`config.mk`:
```
export PLATFORM = sky130hd
export DESIGN_NAME = spi_flash_ctrl
export DESIGN_NICKNAME = d
export VERILOG_FILES = /design/src/rtl/spi_flash_ctrl.sv
export SDC_FILE = /design/constraint.sdc
export NUM_CORES = 1
export LEC_CHECK = 0
export CAP_MARGIN = 25
export CORE_AREA = 10 10 81 83
export CTS_CLUSTER_DIAMETER = 200
export CTS_CLUSTER_SIZE = 16
export DETAILED_ROUTE_END_ITERATION = 7
export DIE_AREA = 0 0 91 93
export PLACE_DENSITY = 0.91
export SLEW_MARGIN = 30
export SYNTH_ARGS = -nofsm -noshare
export SYNTH_HDL_FRONTEND = slang
export SYNTH_SLANG_ARGS = --single-unit
```
`constraint.sdc`:
```
create_clock -name clk -period 3.7 [get_ports clk]
set_input_delay 0.74 -clock clk [delete_from_list [all_inputs] [get_ports clk]]
set_output_delay 0.74 -clock clk [all_outputs]
set_load 0.02 [all_outputs]
```
`src/rtl/spi_flash_ctrl.sv`:
```
// spi_flash_ctrl: IO-mapped SPI mode-0 master (MSB first) for the configuration flash.
// Rev 1.0 - initial release.
`default_nettype none

module spi_flash_ctrl #(
   parameter logic [15:0] BASE_ADDR = 16'd320,
   parameter logic [7:0]  DIV_RESET = 8'd0
) (
   input  logic        clk,
   input  logic        resetq,
   input  logic        io_wr,
   input  logic        io_rd,
   input  logic [15:0] mem_addr,
   input  logic [15:0] dout,
   output logic [15:0] rdata,
   output logic        spi_sck,
   output logic        spi_si,
   input  logic        spi_so,
   output logic        spi_ssb,
   output logic        done
);

   localparam logic [15:0] ADDR_DATA   = BASE_ADDR;
   localparam logic [15:0] ADDR_CTRL   = BASE_ADDR + 16'd1;
   localparam logic [15:0] ADDR_STATUS = BASE_ADDR + 16'd2;

   typedef enum logic [1:0] {
      IDLE     = 2'd0,
      SHIFT_LO = 2'd1,
      SHIFT_HI = 2'd2
   } state_t;

   state_t     state_q, state_d;
   logic [7:0] shift_q, shift_d;
   logic [7:0] rx_q,    rx_d;
   logic [7:0] div_q,   div_d;
   logic [7:0] cnt_q,   cnt_d;
   logic [2:0] bit_q,   bit_d;
   logic       sck_q,   sck_d;
   logic       si_q,    si_d;
   logic       cs_q,    cs_d;
   logic       done_q,  done_d;
   logic       ovr_q,   ovr_d;
   logic       rxv_q,   rxv_d;

   logic w_wr_data;
   logic w_wr_ctrl;
   logic w_rd_status;
   logic w_busy;
   logic w_half_end;

   assign w_wr_data   = io_wr & (mem_addr == ADDR_DATA);
   assign w_wr_ctrl   = io_wr & (mem_addr == ADDR_CTRL);
   assign w_rd_status = io_rd & (mem_addr == ADDR_STATUS);
   assign w_busy      = (state_q != IDLE);
   assign w_half_end  = (cnt_q == div_q);

   always_ff @(posedge clk or negedge resetq) begin
      if (!resetq) begin
         state_q <= IDLE;
         shift_q <= 8'd0;
         rx_q    <= 8'd0;
         div_q   <= DIV_RESET;
         cnt_q   <= 8'd0;
         bit_q   <= 3'd0;
         sck_q   <= 1'b0;
         si_q    <= 1'b0;
         cs_q    <= 1'b0;
         done_q  <= 1'b0;
         ovr_q   <= 1'b0;
         rxv_q   <= 1'b0;
      end else begin
         state_q <= state_d;
         shift_q <= shift_d;
         rx_q    <= rx_d;
         div_q   <= div_d;
         cnt_q   <= cnt_d;
         bit_q   <= bit_d;
         sck_q   <= sck_d;
         si_q    <= si_d;
         cs_q    <= cs_d;
         done_q  <= done_d;
         ovr_q   <= ovr_d;
         rxv_q   <= rxv_d;
      end
   end

   always_comb begin
      state_d = state_q;
      shift_d = shift_q;
      rx_d    = rx_q;
      div_d   = div_q;
      cnt_d   = cnt_q;
      bit_d   = bit_q;
      sck_d   = sck_q;
      si_d    = si_q;
      cs_d    = cs_q;
      done_d  = 1'b0;
      ovr_d   = ovr_q;
      rxv_d   = rxv_q;

      // Status clears are applied first so that a same-cycle set overrides them.
      if (w_rd_status) begin
         ovr_d = 1'b0;
         rxv_d = 1'b0;
      end
      if (w_wr_data && w_busy) begin
         ovr_d = 1'b1;
      end

      case (state_q)
         IDLE: begin
            if (w_wr_data) begin
               shift_d = dout[7:0];
               si_d    = dout[7];
               cnt_d   = 8'd0;
               bit_d   = 3'd0;
               state_d = SHIFT_LO;
            end
            if (w_wr_ctrl) begin
               div_d = dout[15:8];
               cs_d  = dout[0];
            end
         end

         SHIFT_LO: begin
            if (w_half_end) begin
               cnt_d   = 8'd0;
               sck_d   = 1'b1;
               shift_d = {shift_q[6:0], spi_so};
               state_d = SHIFT_HI;
            end else begin
               cnt_d = cnt_q + 8'd1;
            end
         end

         SHIFT_HI: begin
            if (w_half_end) begin
               cnt_d = 8'd0;
               sck_d = 1'b0;
               if (bit_q == 3'd7) begin
                  rx_d    = shift_q;
                  rxv_d   = 1'b1;
                  done_d  = 1'b1;
                  state_d = IDLE;
               end else begin
                  bit_d   = bit_q + 3'd1;
                  si_d    = shift_q[7];
                  state_d = SHIFT_LO;
               end
            end else begin
               cnt_d = cnt_q + 8'd1;
            end
         end

         default: begin
            sck_d   = 1'b0;
            state_d = IDLE;
         end
      endcase
   end

   always_comb begin
      rdata = 16'd0;
      if (mem_addr == ADDR_DATA) begin
         rdata = {8'd0, rx_q};
      end else if (mem_addr == ADDR_CTRL) begin
         rdata = {div_q, 7'd0, cs_q};
      end else if (mem_addr == ADDR_STATUS) begin
         rdata = {13'd0, ovr_q, rxv_q, w_busy};
      end
   end

   assign spi_sck = sck_q;
   assign spi_si  = si_q;
   assign spi_ssb = ~cs_q;
   assign done    = done_q;

endmodule

`default_nettype wire

```
==> results.env, run 1 <==
CLK_PIN_SLEW_PS=80
OVERFLOW=0
FLOORPLAN.INITIALDENSITY_PCT=48.8
PWR-SHARE-COMB_PCT=39.0
ASYNC_FLOP_SHARE_PCT=100
TOP_LEVEL_I_O_COUNT=57
SYNTHMOSTINSTANTIATEDCELL='dfrtp_1'
DRT_ITER0_DRC=106
TIMING.REG2REG.WORST_PATH_DEPTH=5
POWER_FRAC_CLOCK_PCT=23.0
INSTANCES_NO_FILL=351
CRITPATHLAUNCHTYPE='input port'
REG2REG_SETUP_SLACK_PS=1160
DETAIL_ROUTE.WL_PER_CELL_MICRONS=17.1
SLEW_VIOLATIONS=0
NUM_VIAS=1921
DRIVE_GT1_SHARE_PCT=32.0
GR-USAGE-MET3_PCT=4.80
ROWS=26
CAP_VIOLATIONS=0
TRITONCTS.NUM_BUFFERS=5
GRT_UTIL_ALL_LAYERS_PCT=14.2
CLOCK_SINKS=43
DIE_Y_MICRONS=93
VIA_COUNT_OF_THE_FIRST_GLOBAL_ROUTING_PASS=2096
YS_TOP_CELLS_BY_COUNT='dfrtp_1, mux2_2, nor2_1'
PLACEDCELLCOUNT=339
F_MAX_MHz=274
HOLD_VIOL_FINAL=0
LAYOUT_SETUP_WS_PS=48.9
GRT_START_MAX_NET_PINS=44
LAYOUT.NETS=324
DRT_WL_TOTAL_MM=6.00
NUMBER_OF_ANTENNA_VIOLATIONS_AT_THE_FIRST_CHECK_IN_GLOBAL_ROUTING=0
ANT_NETS=0
DOMINANTREGCELLSYNTH='dfrtp_1'
TRITONCTS='done'
POWER.IR.VDD_WORST_mV=0.467
IO_BUFFER_COUNT=56
NUMBER_OF_FLOPS_MAPPED_TO_ENABLE_CELLS_BY_YOSYS=0
SYNTH_TOP_AREA_SHARE_PCT=44.0
SETUP.WORST_PATH.CLASS='in -> out'
MAX_FO_CRITICAL_PATH=3
SETUP_TOTAL_NEGATIVE_SLACK_PS=0
FP.DIEW_MICRONS=91
ARRIVAL_PS=2910
POSTSYNTHCELLCOUNT=211
REPORT.FINAL.SETUP_VIOL=0
TOP_USAGE_LAYER='met2'
POWER_SWITCHING_uW=622
DRT_FIRST_PASS_ITERS=4
YS_TOP_CELLS_BY_AREA='dfrtp_1, mux2_2, mux2_4'
WORST_EP_REQUIRED_TIME_PS=2960
RESULT_OF_THE_RUN='finished clean'
RELSLEWSLACK_PCT=52.0
WORST_SLEW_PIN_SLEW_PS=716
REMAINING_DRC_ERRORS=0
GRTUSAGEMET2_PCT=25.1
PERIOD_NEEDED_PS=3650
FINISH.INSTANCE_AREA_SQ_UM=3240
LEAKAGEPOWER_uW=0.00155
HPWL_MM=4.43
P_SW_SHARE_PCT=33.5
CTS-ROOT-TO-SINK-BUFFERS=2
MET1_USAGE_PCT=15.8
FINALCOREUTILIZATION_PCT=64.6
FIRST_PASS_GRT_WIRE_LENGTH_MM=10.0
CLOCKROOTBUFFER='clkbuf_8'
DIEAREA_SQ_UM=8460
GP_ROUTABILITY_CONGESTION=0.837
SYN-NUM-NETS=255
PRE_CTS_SLACK_PS=-478
INTERNAL_POWER_uW=1240
YOSYSUNIQUECELLTYPES=42
CRITICAL_PATH.ENDPOINT_TYPE='output pin'
SEQUENTIALPOWERSHARE_PCT=37.9
FINCLKSKEW_PS=7.07
PLACE_AREA_SQ_UM=3110
POWER_DENSITY_RELATIVE_TO_CELL_AREA_nW_PER_UM2=574
NETLIST.TOP_CELL.BY_AREA='dfrtp_1'
RR_ENDPOINT='bit_q[0]'
ROUTE.DETAILED.VIAS_PER_INST=5.47
SYNTH.FF_LATCH_COUNT=43
ANTENNA_CELLS_INSERTED=0
CTS.HTREE.LEVELS=2
SYNTH_SEQUENTIAL_AREA_RATIO_PCT=44.0
CRITICAL_PATH.REG2REG.STARTPOINT='cnt_q[5]'
TIMING.HOLD.WORST.CLASS='in -> async'
SYNTHTOLAYOUTAREAGROWTH_PCT=32.5
DESIGN.CORE.AREA_SQ_UM=5010
CLK_LATENCY_PS=300
SYNTH.CELL_AREA_SQ_UM=2440
POSTSYNTHAREAPERCELL_SQ_UM=11.6
FINAL_MIN_PERIOD_OVER_CLOCK_PERIOD_PCT=98.7
SYNTH_WARNINGS=0
==> registers in the layout, summed over array words and instances (netlist names) <==
name	count
rx_q	8
state_q	2
rxv_q	1
done	1
bit_q	3
spi_si	1
cs_q	1
spi_sck	1
div_q	8
cnt_q	8
shift_q	8
ovr_q	1
==> cell type report <==
class / instances / area (sq um)
Fill cell: 415 / 1770
Multi-Input combinational cell: 156 / 1320
Sequential cell: 43 / 1080
Timing Repair Buffer: 69 / 606
Tap cell: 70 / 87.6
Clock buffer: 6 / 72.6
Clock inverter: 2 / 60.1
Inverter: 5 / 18.8
==> placed cells by master, fill, tap and decap left out, types with 3 or more instances in the layout <==
master / netlist / routed
dfrtp_1: 43 / 43
mux2i_1: 3 / 3
nand3_1: 11 / 11
nand2_1: 8 / 8
mux2_4: 9 / 9
xor2_1: 8 / 8
and3_1: 5 / 5
o211ai_1: 3 / 3
and2_1: 6 / 6
inv_1: 5 / 5
a21oi_1: 7 / 7
or4_4: 3 / 3
nand2b_1: 3 / 3
o21ai_0: 3 / 3
clkdlybuf4s50_1: 0 / 39
buf_4: 1 / 17
ha_1: 7 / 7
buf_2: 1 / 5
a22o_1: 5 / 5
nor2_1: 13 / 13
and2_2: 8 / 8
dlygate4sd2_1: 0 / 6
clkbuf_8: 0 / 5
mux2_2: 27 / 27
a31o_2: 4 / 4
==> worst max-delay path by stage <==
stage                     slack, ps          from         to  cells after the start
after global placement         -410  mem_addr[13]  rdata[11]                      6
after detailed placement       -480  mem_addr[13]  rdata[14]                      6
after CTS                       0.7   mem_addr[3]  rdata[15]                      6
after global routing            -20   mem_addr[3]  rdata[14]                      6
after floorplan                 570  mem_addr[13]   rdata[1]                      3
final                            50   mem_addr[3]  rdata[13]                      7
==> worst max-delay path, stage by stage <==
cell             delay (ps)
clkdlybuf4s50_1         390
or4_4                   540
or4_4                   610
nor3b_4                 230
buf_4                   140
and2_2                  130
buf_4                   130
==> per-layer routing <==
metal  vias to the layer above  wire length (microns)
li1                        900                      -
met1                       948                   2410
met2                        66                   3120
met3                         7                    415
met4                         0                     61
met5                         -                      0
==> timing repair <==
item	4_1_cts	5_1_grt
gates resized for setup	42	8
hold buffers	0	0
pin swaps	2	1
endpoints found under the setup margin	16	7
cloned	1	0
endpoints found under the hold margin	0	0
setup buffers	1	2
==> metrics by stage <==
stage | hold WS [ps] | power [uW]
after detailed placement | 470 | 1430
final | 413 | 1860
after CTS | 488 | 1860
after floorplan | 444 | 1230
after global routing | 454 | 1970
after global placement | 463 | 1390
==> logic make-up (layout without fill, tap and decap cells) <==
group	after synthesis	count (layout)	share of synthesized area [%]
mux	39	39	19.2
buf+inv	13	82	2.87
fa+ha+maj	7	7	3.58
flops	43	43	44.0
compound gates	30	30	8.96
simple gates	71	72	18.5
xor+xnor	8	8	2.87
==> power by group through the flow <==
stage	Clock, uW	Sequential, uW	Combinational, uW
floorplan	0	682	546
finish	428	705	725
detailed placement	0	711	717
global placement	0	703	685
global route	449	722	802
CTS	435	704	723
Power figures use the tool's default switching activity.
==> inputs of run 2 (changes only) <==
CORE_AREA = 10 10 102 68   (was 10 10 81 83)
DIE_AREA = 0 0 112 78   (was 0 0 91 93)
PLACE_DENSITY = 0.9   (was 0.91)
==> results.env, run 2 (synthesized netlist as in run 1, its figures left out) <==
RESULT_OF_THE_RUN='finished clean'
POWER_DENSITY_RELATIVE_TO_CELL_AREA_nW_PER_UM2=571  # -0.53%
CRIT_PATH_MAX_INCR_DELAY_PS=560  # -50 ps
M1_WIRE_LENGTH_MM=3.08  # +28%
WORST_EP_REQUIRED_TIME_PS=2960  # about the same
FILLERS=407  # -1.9%
RELSLEWSLACK_PCT=52.7  # +0.71 points
TRITONCTS='done'
NUMBER_OF_ANTENNA_VIOLATIONS_AT_THE_FIRST_CHECK_IN_GLOBAL_ROUTING=0  # unchanged
REMAINING_DRC_ERRORS=0  # unchanged
CAP_VIOLATIONS=0  # unchanged
LAYOUT.CELLS.MOST_COMMON_LIST='dfrtp_1, clkdlybuf4s50_1, mux2_2'
MULTI_INPUT_COMB_AREA_SQ_UM=1300  # -1.2%
LAYOUT.NETS=324  # unchanged
INSTANCES_NO_FILL=350  # -0.28%
FLOORPLAN.INITIALDENSITY_PCT=46.7  # -2.0 points
CTS-ROOT-TO-SINK-BUFFERS=2  # unchanged
ROUTE.TOP_LAYER_USED='met4'
DETAILROUTE.WIRELENGTH.MET3_MICRONS=360  # -13%
PLACEDCELLCOUNT=338  # -0.29%
TIMING.REG2REG.WORST_PATH_DEPTH=5  # unchanged
REG2REG_SETUP_SLACK_PS=1210  # +50 ps
WL_MET2_MM=2.56  # -18%
CTS.HTREE.LEVELS=2  # unchanged
PLACE_AREA_SQ_UM=3120  # +0.36%
GRT_START_MAX_NET_PINS=44  # unchanged
SEQUENTIAL_CELL_AREA_SQ_UM=1080  # unchanged
F_MAX_MHz=271  # -1.0%
TIMING.HOLD.WORST.CLASS='in -> async'
SETUP.WORST_PATH.CLASS='in -> out'
MAX_FO_CRITICAL_PATH=4  # +1
CLK_LATENCY_PS=300  # about the same
DESIGN.CORE.AREA_SQ_UM=5230  # +4.4%
ANT_NETS=0  # unchanged
FIRST_PASS_GRT_WIRE_LENGTH_MM=9.69  # -3.2%
DRT_ITER0_DRC=154  # +45%
NUM_VIAS=1891  # -1.6%
HPWL_MM=4.53  # +2.2%
CRIT_CHAIN='clkdlybuf4s50_1, or4b_4, or4_4, buf_4, nor3_1, dlygate4sd2_1'
FINAL_MIN_PERIOD_OVER_CLOCK_PERIOD_PCT=99.7  # +1.0 points
CRITICAL_PATH.ENDPOINT_TYPE='output pin'
TRITONCTS.NUM_BUFFERS=5  # unchanged
DIE_Y_MICRONS=78  # -16%
ROWS=21  # -19%
REPORT.FINAL.SETUP_VIOL=0  # unchanged
CLOCKROOTBUFFER='clkbuf_8'
FINCLKSKEW_PS=5.13  # -1.94 ps
TIMING.CRITICAL_PATH.DEPTH=6  # -1
DRT_FIRST_PASS_ITERS=4  # unchanged
ANTENNA_CELLS_INSERTED=0  # unchanged
GRT_UTIL_ALL_LAYERS_PCT=13.5  # -0.73 points
ROUTE.DETAILED.VIAS_PER_INST=5.40  # -1.3%
FP.DIEW_MICRONS=112  # +23%
FINISH.INSTANCE_AREA_SQ_UM=3250  # +0.54%
ARRIVAL_PS=2950  # +40 ps
HOLD_WS_PS=413  # +0.198 ps
WORSTSETUPENDPOINT='rdata[1]'
TIMING.CRITICAL_PATH.BUF_INV=3  # unchanged
MOSTFREQUENTLAYOUTCELL='dfrtp_1'
CRIT_SLOWEST_CELL='or4_4'
RR_ENDPOINT='bit_q[0]'
TOP_LEVEL_I_O_COUNT=57  # unchanged
CTS_HOLD_BUFFERS=0  # unchanged
CP_TOP_FAMILY='simple AND/OR/NAND/NOR gates'
FIN_TOTAL_PWR_uW=1860  # about the same
IO_BUFFER_COUNT=56  # unchanged
GP_ROUTABILITY_CONGESTION=0.871  # +4.0%
SYNTHTOLAYOUTAREAGROWTH_PCT=33.2
DRT_WL_TOTAL_MM=6.03  # +0.52%
HOLD_VIOL_FINAL=0  # unchanged
CRITICAL_PATH.REG2REG.STARTPOINT='cnt_q[0]'
SLEW_VIOLATIONS=0  # unchanged
LEAKAGEPOWER_uW=0.00158  # +1.8%
POWER.IR.VDD_WORST_mV=0.258  # -45%
WORST_SLEW_PIN_SLEW_PS=706  # -10.7 ps
CRITPATHLAUNCH='mem_addr[11]'
CLOCK_SINKS=43  # unchanged
DRIVE_GT1_SHARE_PCT=31.7  # -0.36 points
CLK_PIN_SLEW_PS=80  # about the same
PERIOD_NEEDED_PS=3690  # +38.4 ps
DETAIL_ROUTE.WL_PER_CELL_MICRONS=17.2  # +0.80%
CRITPATHLAUNCHTYPE='input port'
VIA_COUNT_OF_THE_FIRST_GLOBAL_ROUTING_PASS=1907  # -9.0%
OVERFLOW=0  # unchanged
DIEAREA_SQ_UM=8740  # +3.2%
==> run 2: changes by cell type in the layout (fill, tap and decap cells not counted), moves of 2 or more <==
cell,before,now
and2_2,8,6
and2_4,0,2
buf_4,17,14
buf_6,0,4
clkbuf_2,2,0
clkdlybuf4s50_1,39,37
dlygate4sd2_1,6,8
dlymetal6s2s_1,0,2
==> run 2: worst min path at each step <==
stage | slack [ps] | endpoint | cells past startpoint
floorplan | 440 | bit_q[0] | 0
global placement | 460 | rxv_q | 1
detailed placement | 480 | rxv_q | 1
CTS | 500 | rxv_q | 1
global route | 460 | spi_si | 1
finish | 410 | bit_q[1] | 1
==> run 2: final cells by class <==
class / count / area share, %
Clock buffer: 6 / 2.54
Multi-Input combinational cell: 155 / 39.9
Sequential cell: 43 / 33.1
Clock inverter: 2 / 1.08
Tap cell: 69 / 2.65
Timing Repair Buffer: 70 / 20.1
Inverter: 5 / 0.577
==> run 2: timing repair <==
item,CTS,global route
endpoints found under the setup margin,16,10
pin swaps,1,3
gates cloned,0,0
resized for setup,36,16
setup buffers,3,1
==> run 2: metrics by stage <==
stage                     worst slack [ps]  utilization [%]  setup TNS, ps
after floorplan                        573                -              0
after detailed placement              -416             59.7          -4470
final                                 10.4             62.2              0
after global placement                -367             59.7          -4050
after CTS                            0.838             61.9              0
after global routing                 -4.42             62.2          -5.32
==> run 2: worst reg2reg max path, delay by kind of cell (launching register included) <==
| kind | cells | cell delay (ps) |
|---|---|---|
| XOR/XNOR | 1 | 170 |
| flip-flops | 1 | 460 |
| AND/OR/NAND/NOR | 4 | 1810 |
==> run 2: per-layer routing <==
layer	up-vias	track usage [%]
met2	59	19.5
li1	906	-
met3	5	4.38
met5	-	0
met4	0	3.03
met1	921	19.0
==> run 2: report_power, final <==
part / switching (uW) / total (uW) / internal [uW]
clock: 163 / 381 / 219
sequential: 112 / 708 / 597
combinational: 374 / 769 / 395
total: 649 / 1860 / 1210
==> inputs of run 3 (changes only) <==
GPL_ROUTABILITY_DRIVEN = 1   (was unset)
HOLD_SLACK_MARGIN = 0.02   (was unset)
==> results of run 3 <==
No change in the layout: final DEF, timing and power equal those of run 2.
